===== src/rtl/mem_pkg.sv =====
// Shared types and constants for the byte-wide memory port controller.
package mem_pkg;

  localparam int ADDR_WIDTH = 32;
  localparam logic [1:0] IO_PREFIX = 2'b11;

  localparam logic [1:0] WIDTH_BYTE = 2'd0;
  localparam logic [1:0] WIDTH_HALF = 2'd1;
  localparam logic [1:0] WIDTH_WORD = 2'd2;

  typedef enum logic [1:0] {
    IDLE  = 2'd0,
    READ  = 2'd1,
    WRITE = 2'd2,
    DONE  = 2'd3
  } state_e;

  typedef enum logic {
    GRANT_IF  = 1'b0,
    GRANT_LSB = 1'b1
  } grant_e;

  // Width code 3 is not a legal access size and falls back to a full word.
  function automatic logic [2:0] width_to_bytes(input logic [1:0] width);
    logic [2:0] n;
    case (width)
      WIDTH_BYTE: n = 3'd1;
      WIDTH_HALF: n = 3'd2;
      WIDTH_WORD: n = 3'd4;
      default:    n = 3'd4;
    endcase
    return n;
  endfunction

endpackage


===== src/rtl/mem_rr_arbiter.sv =====
// Two-way round-robin arbiter between instruction fetch and the load/store buffer.
module mem_rr_arbiter
  import mem_pkg::*;
(
  input  logic clk_i,
  input  logic rst_ni,
  input  logic hold_en_i,
  input  logic arb_en_i,
  input  logic if_req_i,
  input  logic lsb_req_i,
  input  logic lsb_stall_i,
  output logic if_gnt_o,
  output logic lsb_gnt_o
);

  grant_e last_grant_q;
  grant_e last_grant_d;
  logic   lsb_ok_s;

  assign lsb_ok_s = lsb_req_i & ~lsb_stall_i;

  // Grant selection: a tie goes to whichever side was not served last.
  always_comb begin
    if_gnt_o     = 1'b0;
    lsb_gnt_o    = 1'b0;
    last_grant_d = last_grant_q;
    if (!arb_en_i) begin
      if_gnt_o  = 1'b0;
      lsb_gnt_o = 1'b0;
    end else if (if_req_i && lsb_ok_s) begin
      if (last_grant_q == GRANT_IF) begin
        lsb_gnt_o = 1'b1;
      end else begin
        if_gnt_o = 1'b1;
      end
    end else if (if_req_i) begin
      if_gnt_o = 1'b1;
    end else if (lsb_ok_s) begin
      lsb_gnt_o = 1'b1;
    end else begin
      if_gnt_o  = 1'b0;
      lsb_gnt_o = 1'b0;
    end

    if (if_gnt_o) begin
      last_grant_d = GRANT_IF;
    end else if (lsb_gnt_o) begin
      last_grant_d = GRANT_LSB;
    end else begin
      last_grant_d = last_grant_q;
    end
  end

  // Remember the last winner; frozen while the core is not ready.
  always_ff @(posedge clk_i or negedge rst_ni) begin
    if (!rst_ni) begin
      last_grant_q <= GRANT_IF;
    end else if (hold_en_i) begin
      last_grant_q <= last_grant_d;
    end
  end

endmodule


===== src/rtl/mem_ctrl.sv =====
// Byte-wide RAM/IO port controller: arbitrates IF and LSB, sequences byte
// cycles and reassembles little-endian read data into one reply per access.
module mem_ctrl
  import mem_pkg::*;
(
  input  logic                  clk_in,
  input  logic                  rst_in,
  input  logic                  rdy_in,
  input  logic                  flush_signal,
  input  logic                  io_buffer_full,
  input  logic [7:0]            mem_din,
  output logic [7:0]            mem_dout,
  output logic [ADDR_WIDTH-1:0] mem_a,
  output logic                  mem_wr,
  input  logic                  if_query_en,
  input  logic [ADDR_WIDTH-1:0] if_query_addr,
  output logic                  if_reply_en,
  output logic [31:0]           if_reply_data,
  input  logic                  lsb_query_en,
  input  logic                  lsb_query_type,
  input  logic [ADDR_WIDTH-1:0] lsb_query_addr,
  input  logic [1:0]            lsb_data_width,
  input  logic [31:0]           lsb_query_data,
  output logic                  lsb_reply_en,
  output logic [31:0]           lsb_reply_data
);

  state_e                  state_q, state_d;
  logic [2:0]              step_q, step_d;
  logic [2:0]              nbytes_q, nbytes_d;
  logic                    is_lsb_q, is_lsb_d;
  logic                    flushed_q, flushed_d;
  logic [31:0]             wdata_q, wdata_d;
  logic [31:0]             rdata_q, rdata_d;
  logic [ADDR_WIDTH-1:0]   mem_a_q, mem_a_d;
  logic [7:0]              mem_dout_q, mem_dout_d;
  logic                    wr_q, wr_d;
  logic                    if_reply_en_q, if_reply_en_d;
  logic [31:0]             if_reply_data_q, if_reply_data_d;
  logic                    lsb_reply_en_q, lsb_reply_en_d;
  logic [31:0]             lsb_reply_data_q, lsb_reply_data_d;

  logic                    arb_en_s;
  logic                    lsb_stall_s;
  logic                    if_gnt_s;
  logic                    lsb_gnt_s;

  assign arb_en_s    = (state_q == IDLE) & ~flush_signal;
  assign lsb_stall_s = lsb_query_type & io_buffer_full &
                       (lsb_query_addr[17:16] == IO_PREFIX);

  mem_rr_arbiter u_arb (
    .clk_i       (clk_in),
    .rst_ni      (rst_in),
    .hold_en_i   (rdy_in),
    .arb_en_i    (arb_en_s),
    .if_req_i    (if_query_en),
    .lsb_req_i   (lsb_query_en),
    .lsb_stall_i (lsb_stall_s),
    .if_gnt_o    (if_gnt_s),
    .lsb_gnt_o   (lsb_gnt_s)
  );

  // Byte sequencer: next state, address/data stepping and reply generation.
  always_comb begin
    state_d          = state_q;
    step_d           = step_q;
    nbytes_d         = nbytes_q;
    is_lsb_d         = is_lsb_q;
    flushed_d        = flushed_q;
    wdata_d          = wdata_q;
    rdata_d          = rdata_q;
    mem_a_d          = mem_a_q;
    mem_dout_d       = mem_dout_q;
    wr_d             = 1'b0;
    if_reply_en_d    = 1'b0;
    if_reply_data_d  = if_reply_data_q;
    lsb_reply_en_d   = 1'b0;
    lsb_reply_data_d = lsb_reply_data_q;

    case (state_q)
      IDLE: begin
        if (if_gnt_s || lsb_gnt_s) begin
          step_d    = 3'd0;
          flushed_d = 1'b0;
          rdata_d   = 32'd0;
          is_lsb_d  = lsb_gnt_s;
          if (if_gnt_s) begin
            nbytes_d = 3'd4;
            mem_a_d  = if_query_addr;
          end else begin
            nbytes_d = width_to_bytes(lsb_data_width);
            mem_a_d  = lsb_query_addr;
          end
          if (lsb_gnt_s && lsb_query_type) begin
            state_d    = WRITE;
            wdata_d    = lsb_query_data;
            mem_dout_d = lsb_query_data[7:0];
            wr_d       = 1'b1;
          end else begin
            state_d = READ;
          end
        end else begin
          state_d = IDLE;
        end
      end

      READ: begin
        if (flush_signal) begin
          state_d = DONE;
        end else begin
          // mem_din carries the byte addressed one cycle earlier.
          case (step_q)
            3'd1:    rdata_d[7:0]   = mem_din;
            3'd2:    rdata_d[15:8]  = mem_din;
            3'd3:    rdata_d[23:16] = mem_din;
            3'd4:    rdata_d[31:24] = mem_din;
            default: rdata_d        = rdata_q;
          endcase
          if (step_q == nbytes_q) begin
            state_d = DONE;
            if (is_lsb_q) begin
              lsb_reply_en_d   = 1'b1;
              lsb_reply_data_d = rdata_d;
            end else begin
              if_reply_en_d   = 1'b1;
              if_reply_data_d = rdata_d;
            end
          end else begin
            if (step_q < (nbytes_q - 3'd1)) begin
              mem_a_d = mem_a_q + 32'd1;
            end else begin
              mem_a_d = mem_a_q;
            end
            step_d = step_q + 3'd1;
          end
        end
      end

      WRITE: begin
        // A flush cannot cancel a store already on the bus, only its reply.
        flushed_d = flushed_q | flush_signal;
        if (step_q == (nbytes_q - 3'd1)) begin
          state_d = DONE;
          wr_d    = 1'b0;
          if (!(flushed_q || flush_signal)) begin
            lsb_reply_en_d   = 1'b1;
            lsb_reply_data_d = 32'd0;
          end else begin
            lsb_reply_en_d = 1'b0;
          end
        end else begin
          mem_a_d    = mem_a_q + 32'd1;
          mem_dout_d = wdata_q[15:8];
          wdata_d    = {8'd0, wdata_q[31:8]};
          wr_d       = 1'b1;
          step_d     = step_q + 3'd1;
        end
      end

      DONE: begin
        state_d = IDLE;
      end

      default: begin
        state_d = IDLE;
      end
    endcase
  end

  // State and output registers; rdy_in low freezes everything.
  always_ff @(posedge clk_in or negedge rst_in) begin
    if (!rst_in) begin
      state_q          <= IDLE;
      step_q           <= 3'd0;
      nbytes_q         <= 3'd0;
      is_lsb_q         <= 1'b0;
      flushed_q        <= 1'b0;
      wdata_q          <= 32'd0;
      rdata_q          <= 32'd0;
      mem_a_q          <= 32'd0;
      mem_dout_q       <= 8'd0;
      wr_q             <= 1'b0;
      if_reply_en_q    <= 1'b0;
      if_reply_data_q  <= 32'd0;
      lsb_reply_en_q   <= 1'b0;
      lsb_reply_data_q <= 32'd0;
    end else if (rdy_in) begin
      state_q          <= state_d;
      step_q           <= step_d;
      nbytes_q         <= nbytes_d;
      is_lsb_q         <= is_lsb_d;
      flushed_q        <= flushed_d;
      wdata_q          <= wdata_d;
      rdata_q          <= rdata_d;
      mem_a_q          <= mem_a_d;
      mem_dout_q       <= mem_dout_d;
      wr_q             <= wr_d;
      if_reply_en_q    <= if_reply_en_d;
      if_reply_data_q  <= if_reply_data_d;
      lsb_reply_en_q   <= lsb_reply_en_d;
      lsb_reply_data_q <= lsb_reply_data_d;
    end
  end

  assign mem_a          = mem_a_q;
  assign mem_dout       = mem_dout_q;
  assign mem_wr         = wr_q & rdy_in;
  assign if_reply_en    = if_reply_en_q;
  assign if_reply_data  = if_reply_data_q;
  assign lsb_reply_en   = lsb_reply_en_q;
  assign lsb_reply_data = lsb_reply_data_q;

endmodule


===== config.mk =====
export PLATFORM = sky130hd
export DESIGN_NAME = mem_ctrl
export DESIGN_NICKNAME = d
export VERILOG_FILES = /design/src/rtl/mem_pkg.sv /design/src/rtl/mem_rr_arbiter.sv /design/src/rtl/mem_ctrl.sv
export SDC_FILE = /design/constraint.sdc
export NUM_CORES = 1
export LEC_CHECK = 0
export BUFFER_PORTS_ARGS = -buffer_cell sky130_fd_sc_hd__clkbuf_2
export CAP_MARGIN = 20
export CORE_MARGIN = 2
export CORE_UTILIZATION = 35
export DETAILED_ROUTE_END_ITERATION = 16
export MAX_ROUTING_LAYER = met4
export SLEW_MARGIN = 20
export SYNTH_ARGS = -nofsm -noshare
export SYNTH_HDL_FRONTEND = slang
export SYNTH_HIERARCHICAL = 1
export SYNTH_SLANG_ARGS = --single-unit

===== constraint.sdc =====
create_clock -name clk_in -period 8.48 [get_ports clk_in]
set_clock_uncertainty 0.15 [all_clocks]
set_input_delay 0.424 -clock clk_in [delete_from_list [all_inputs] [get_ports clk_in]]
set_output_delay 0.424 -clock clk_in [all_outputs]
set_load 0.02 [all_outputs]

======== Yosys cells after proc, flatten, opt, wreduce, memory -nomap -nowiden ========
Index checks and enable logic that the tools add are counted.
word-level totals
  bits in registers ....................... 182
  input bits .............................. 114
  output and inout bits ................... 107
  word-level logic and storage cells ...... 139
cells by class
  add/sub/neg operators ................... 3
  magnitude comparators ................... 1
  equal/unequal tests ..................... 22
  mux-type cells .......................... 68
  bitwise operators ....................... 9
  reduce and logical (&&, ||, !) cells .... 21
operators by type and width
  kind                   number
  $mux 32                16
  $pmux 32 s2            3
  $pmux 32 s3            1
  $mux 8                 7
  $add 32x1->32 const B  1
  $mux 1                 24
  $ne 2x2->1 const B     8
  $pmux 8 s2             1
  $mux 3                 5
  $reduce_and 7->1       2
  $mux 2                 5
  $reduce_and 5->1       2
  $pmux 3 s3             1
  $reduce_and 3->1       3
  $pmux 2 s4             1
  $reduce_bool 2->1      4
  $eq 2x2->1 const B     3
  $eq 3x2->1 const B     2
  $eq 3x3->1             2
  $pmux 1 s2             3
  $pmux 3 s2             1
  $reduce_and 6->1       1
  $and 1x1->1            5
  $eq 2x1->1 const B     2
  other kinds (15)       21

======== Longest topological paths before layout ========
  depth after elaboration ................. 12
  gate-level depth with buffers ........... 15
  gate-level depth less buffers ........... 10

======== Modules after synthesis ========
Netlist, hierarchy kept.
by module, submodules not included
  module          instances  cells each  area an instance (µm²)  seq. area each (µm²)
  mem_ctrl        1          821         8544.4                  4329.2
  mem_rr_arbiter  1          8           72.6                    25.0

======== Worst setup path before layout ========
No wires, ideal clock.
  path kind ............................... register -> register
  from .................................... register state_q[0]
  to ...................................... register mem_a_q[30] (netlist: mem_a[30])
  library setup time ...................... 69 ps
  data arrival time ....................... 2999 ps
  data required time ...................... 8261 ps
  setup slack ............................. 5262 ps
  cell stages (with the launch flop) ...... 15
  path buffers ............................ 4
  period minus slack after synthesis ...... 3218 ps
  path through ............................ dfrtp_1 > inv_1 > ha_1 > clkbuf_1 > nor2b_1 > nand3b_1 > a21oi_1 > buf_4 > or3b_2 > nand4b_1 > or3_1 > buf_2 > buf_4 > or4_1 > nand3_1
on the way
  cells in the longest elaborated chain, start to end .. 6
  elaborated cells between the ends (all ways) .. 17
  those cells by class .................... 7 x eq/ne; 5 x mux; 1 x bitwise; 4 x reduce/logical
RTL lines
  what                        line                  source
  start, declared             mem_ctrl.sv:28        state_e state_q, state_d;
  start signal, assigned      mem_ctrl.sv:189       state_q <= state_d;
  $logic_not 2->1             mem_ctrl.sv:48        assign arb_en_s = (state_q == IDLE) & ~flush_signal;
  $and 1x1->1                 mem_ctrl.sv:48
  net arb_en_s                mem_ctrl.sv:43        logic arb_en_s;
  $mux 1                      mem_rr_arbiter.sv:27  if (!arb_en_i) begin
  net lsb_gnt_s               mem_ctrl.sv:46        logic lsb_gnt_s;
  $logic_or 1x1->1            mem_ctrl.sv:83        if (if_gnt_s || lsb_gnt_s) begin
  $ne 2x1->1 (no line)        --
  $reduce_and 7->1 (no line)  --
  end signal, assigned        mem_ctrl.sv:196       mem_a_q <= mem_a_d;
  end, declared               mem_ctrl.sv:35        logic [ADDR_WIDTH-1:0] mem_a_q, mem_a_d;
The timed path passes the listed nets, and every way through them passes these cells. The select of a mux whose other input is x is not followed.
A chain may end at the register's enable or synchronous reset.

======== Worst setup path in the final report ========
  from .................................... register state_q[0]
  to ...................................... register mem_a_q[19] (netlist: mem_a[19])
The elaborated chain is that of the path after synthesis.

==> run metrics <==
metal2 WL=10.9 mm; net switching power figure=1.42 mW; R2R Path End=mem_a[19]; logic gate share of total power=roughly 40%; final antenna-violating net count=0; global-route wire length before repair=37.5 mm; # IOs=221; Int Power=1.99 mW; power per cell area=322 mW/mm2; CP Launch Type=register; initial antenna violation count=2; clock latency on the worst-skew pair=0.43 ns; Worst R2R Setup Slack=4.57 ns; Max-slew headroom=35.7%; WL met1=10.7 mm; share of the synthesized area in the top cell type=about half; clock-pin slew on the worst setup and hold paths=0.07 ns; status=complete, no violations; setup_tns=0 ns; vias in the first global route=~6900; die width=161 um; Min-Delay Path Depth=2; GRT overflow=0; Critical Path RT=just under 9 ns; setup repair after global routing missed its margin=no; Hold Path End=wdata_q[28]; synth warn=6; Most used DFF post-synth=dfrtp_1; Die Ht=approximately 160 um; fraction of layout cells with a size suffix above 1=28.8%; post-DP HPWL=approximately 16 mm; Reg-to-Reg Start=state_q[0]; Initial Util=between 30% and 40%; core region area=around 0.024 mm2; Reg area=0.00435 mm2; XOR/XNOR Fraction of Synth Area=0.305%; area of the die=0.0259 mm2; met3 WL post-DR=1.12 mm; Final min period=a little under 4 ns; drc violations=0; Root Driver=clkbuf_16; kind of critical path=reg -> reg; wire length per cell=17.1 um; sequential area share after synthesis=50.5%; DR vias/cell=5.25; Max VDD drop=0.197 mV; Port-buffer cells=220; Post-CTS Setup Inserts=0; pre-CTS setup slack=4.60 ns; Cell Rows=57; number of synthesized flops with an enable pin=0; part of the power in registers=35.5%; critical path arrival=4.12 ns; Clk pwr share=~24%; setup ws final=4.57 ns; GRT Overall Usage=between 10% and 20%; Sw Share=41.7%; mux cell area share after synthesis=a little over a tenth; top-count cell post-synth=dfrtp_1; fin crit share=between 40% and 50%; Nets=1142; final WL=roughly 23 mm; Synth area leader=dfrtp_1; FF+latch count, synth=174; CTS tree=yes; Hold Fails Final Rpt=0; largest net degree at the start of global routing=107; DRT iter0 DRCs=460; Avg Inst Size Synth=between 10 and 15 um2; Max Slew Vio Count=0; utilization after layout=43.7%; Layout area overhead=23.0%; Critical Path Max Stage Delay=~0.55 ns; Layout fillers=2385; CTS buffer count=17; synthesized area=0.00862 mm2; final hold slack=0.0588 ns; Leak Pwr=approximately 5.1 nW; Final setup viols=0; syn nets=957; Multi-input gate area=0.00394 mm2; GPL Wtd Cong=0.794; FFs w/ async S/R, synth=100%; max frequency=around 260 MHz; Worst-Margin Slew=0.957 ns; H-Tree Depth=4; compound-gate portion of the synthesized area=roughly 17%; max_cap viols=0; Area contributors post-synth=dfrtp_1, mux2i_1, a22o_1, nand2_1, o2bb2ai_1; Distinct cells, synth=51; Worst Hold Class=in -> reg; CP cell instances=inv_1, ha_1, nor2b_1, nand3b_1, a21oi_1, or3b_2, nand4b_1, or3_1, buf_4, or4_1, nand3_1; Min-Delay Startpoint=lsb_query_data[28]; clk sinks=174; Top Layer Used=met4; vias post-DR=between 7000 and 8000; crit end category=register; clock buffer depth=2; top post-synthesis cells by count=dfrtp_1, nand2_1, mux2i_1; largest family of logic cells by synthesized area=compound AO/OA/AOI/OAI gates; Slowest-stage cell, CP=a21oi_1; cell count of the worst reg-to-reg path=11; Post-Synth Simple-Gate Area=15.2%; Post-Synthesis Cells=approximately 830; worst-path fanout max=55; DRT Pass-1 Iters=5; Post-Synth Adder-Cell Area=roughly 2.0%
[cell type report]
type,instances,share of cell area [%]
sequential,174,41.1
inverter,15,0.531
timing repair buffer,231,11.4
clock inverter,14,1.78
tap,324,3.82
multi-input combinational,575,37.2
antenna,2,0.0472
clock buffer,18,4.14
[logic make-up (layout without fill, tap and decap cells)]
logic type / count (synthesis) / in the layout
XOR/XNOR: 3 / 3
other: 0 / 2
multiplexers: 90 / 90
buffers and inverters: 80 / 278
adder cells (fa/ha/maj): 14 / 14
AND/OR/NAND/NOR: 260 / 260
AO/OA/AOI/OAI: 208 / 208
flip-flops: 174 / 174
[power groups by stage]
stage	clock network (mW)	registers (mW)	logic [mW]
2_1_floorplan	0	1.30	0.902
3_3_place_gp	0	1.22	1.35
3_5_place_dp	0	1.22	1.37
4_1_cts	0.852	1.21	1.37
5_1_grt	0.892	1.24	1.52
6_report	0.833	1.21	1.37
[per-layer routing]
| layer | GRT usage [%] | vias up |
|---|---|---|
| met3 | 4.29 | 26 |
| met4 | 4.46 | 0 |
| li1 | - | 3449 |
| met2 | 29.1 | 184 |
| met1 | 24.8 | 3451 |
| met5 | - | - |
[stage by stage]
stage	power (mW)	cell area, um2	cells
2_1_floorplan	2.20	8620	829
3_3_place_gp	2.57	9930	1317
3_5_place_dp	2.59	9930	1317
4_1_cts	3.44	10600	1349
5_1_grt	3.65	10600	1353
6_report	3.41	10600	1353
[worst max-delay path: cells and delay by family, from the launching register on]
kind            cells  cell delay (ns)
buf+inv             2             0.39
compound gates      1             0.55
fa+ha+maj           1             0.39
simple gates        7             1.92
flops               1             0.41
[sequential cells by signal, indices dropped and copies added (netlist names)]
name and cells:
if_reply_en 1, lsb_reply_data 32, rdata_q 32, state_q 2
lsb_reply_en 1, mem_a 32, step_q 3, u_arb/last_grant_q 1
flushed_q 1, wdata_q 32, if_reply_data 32, is_lsb_q 1
nbytes_q 3, wr_q 1
[what timing repair did]
| item | 4_1_cts | 5_1_grt |
|---|---|---|
| hold buffers | 0 | 1 |
| endpoints found under the hold margin | 0 | 43 |
| endpoints found under the setup margin | 0 | 0 |
| resized for setup | 0 | 0 |
[worst max path at each step]
stage	startpoint	end	slack (ns)	cells past startpoint
after floorplan	state_q[0]	mem_a[30]	5.26	14
after global placement	state_q[0]	wdata_q[24]	4.73	9
after detailed placement	state_q[0]	mem_a[19]	4.60	11
after CTS	state_q[0]	mem_a[19]	4.60	11
after global routing	state_q[0]	wdata_q[31]	4.19	9
final	state_q[0]	mem_a[19]	4.57	11
[layout by cell type (no fill, tap or decap), types with 14 or more instances in the layout]
cell type  instances
nand4_1           16
a22o_1            40
or4_1             16
a21oi_1           50
nand2_1           78
nand3_1           34
nor2_1            61
clkbuf_16         17
dfrtp_1          174
o2bb2ai_1         33
clkbuf_2         219
inv_1             14
mux2i_1           67
o21ai_0           35
mux2_2            23
a32oi_1           15
(Power assumes the default switching activity.)
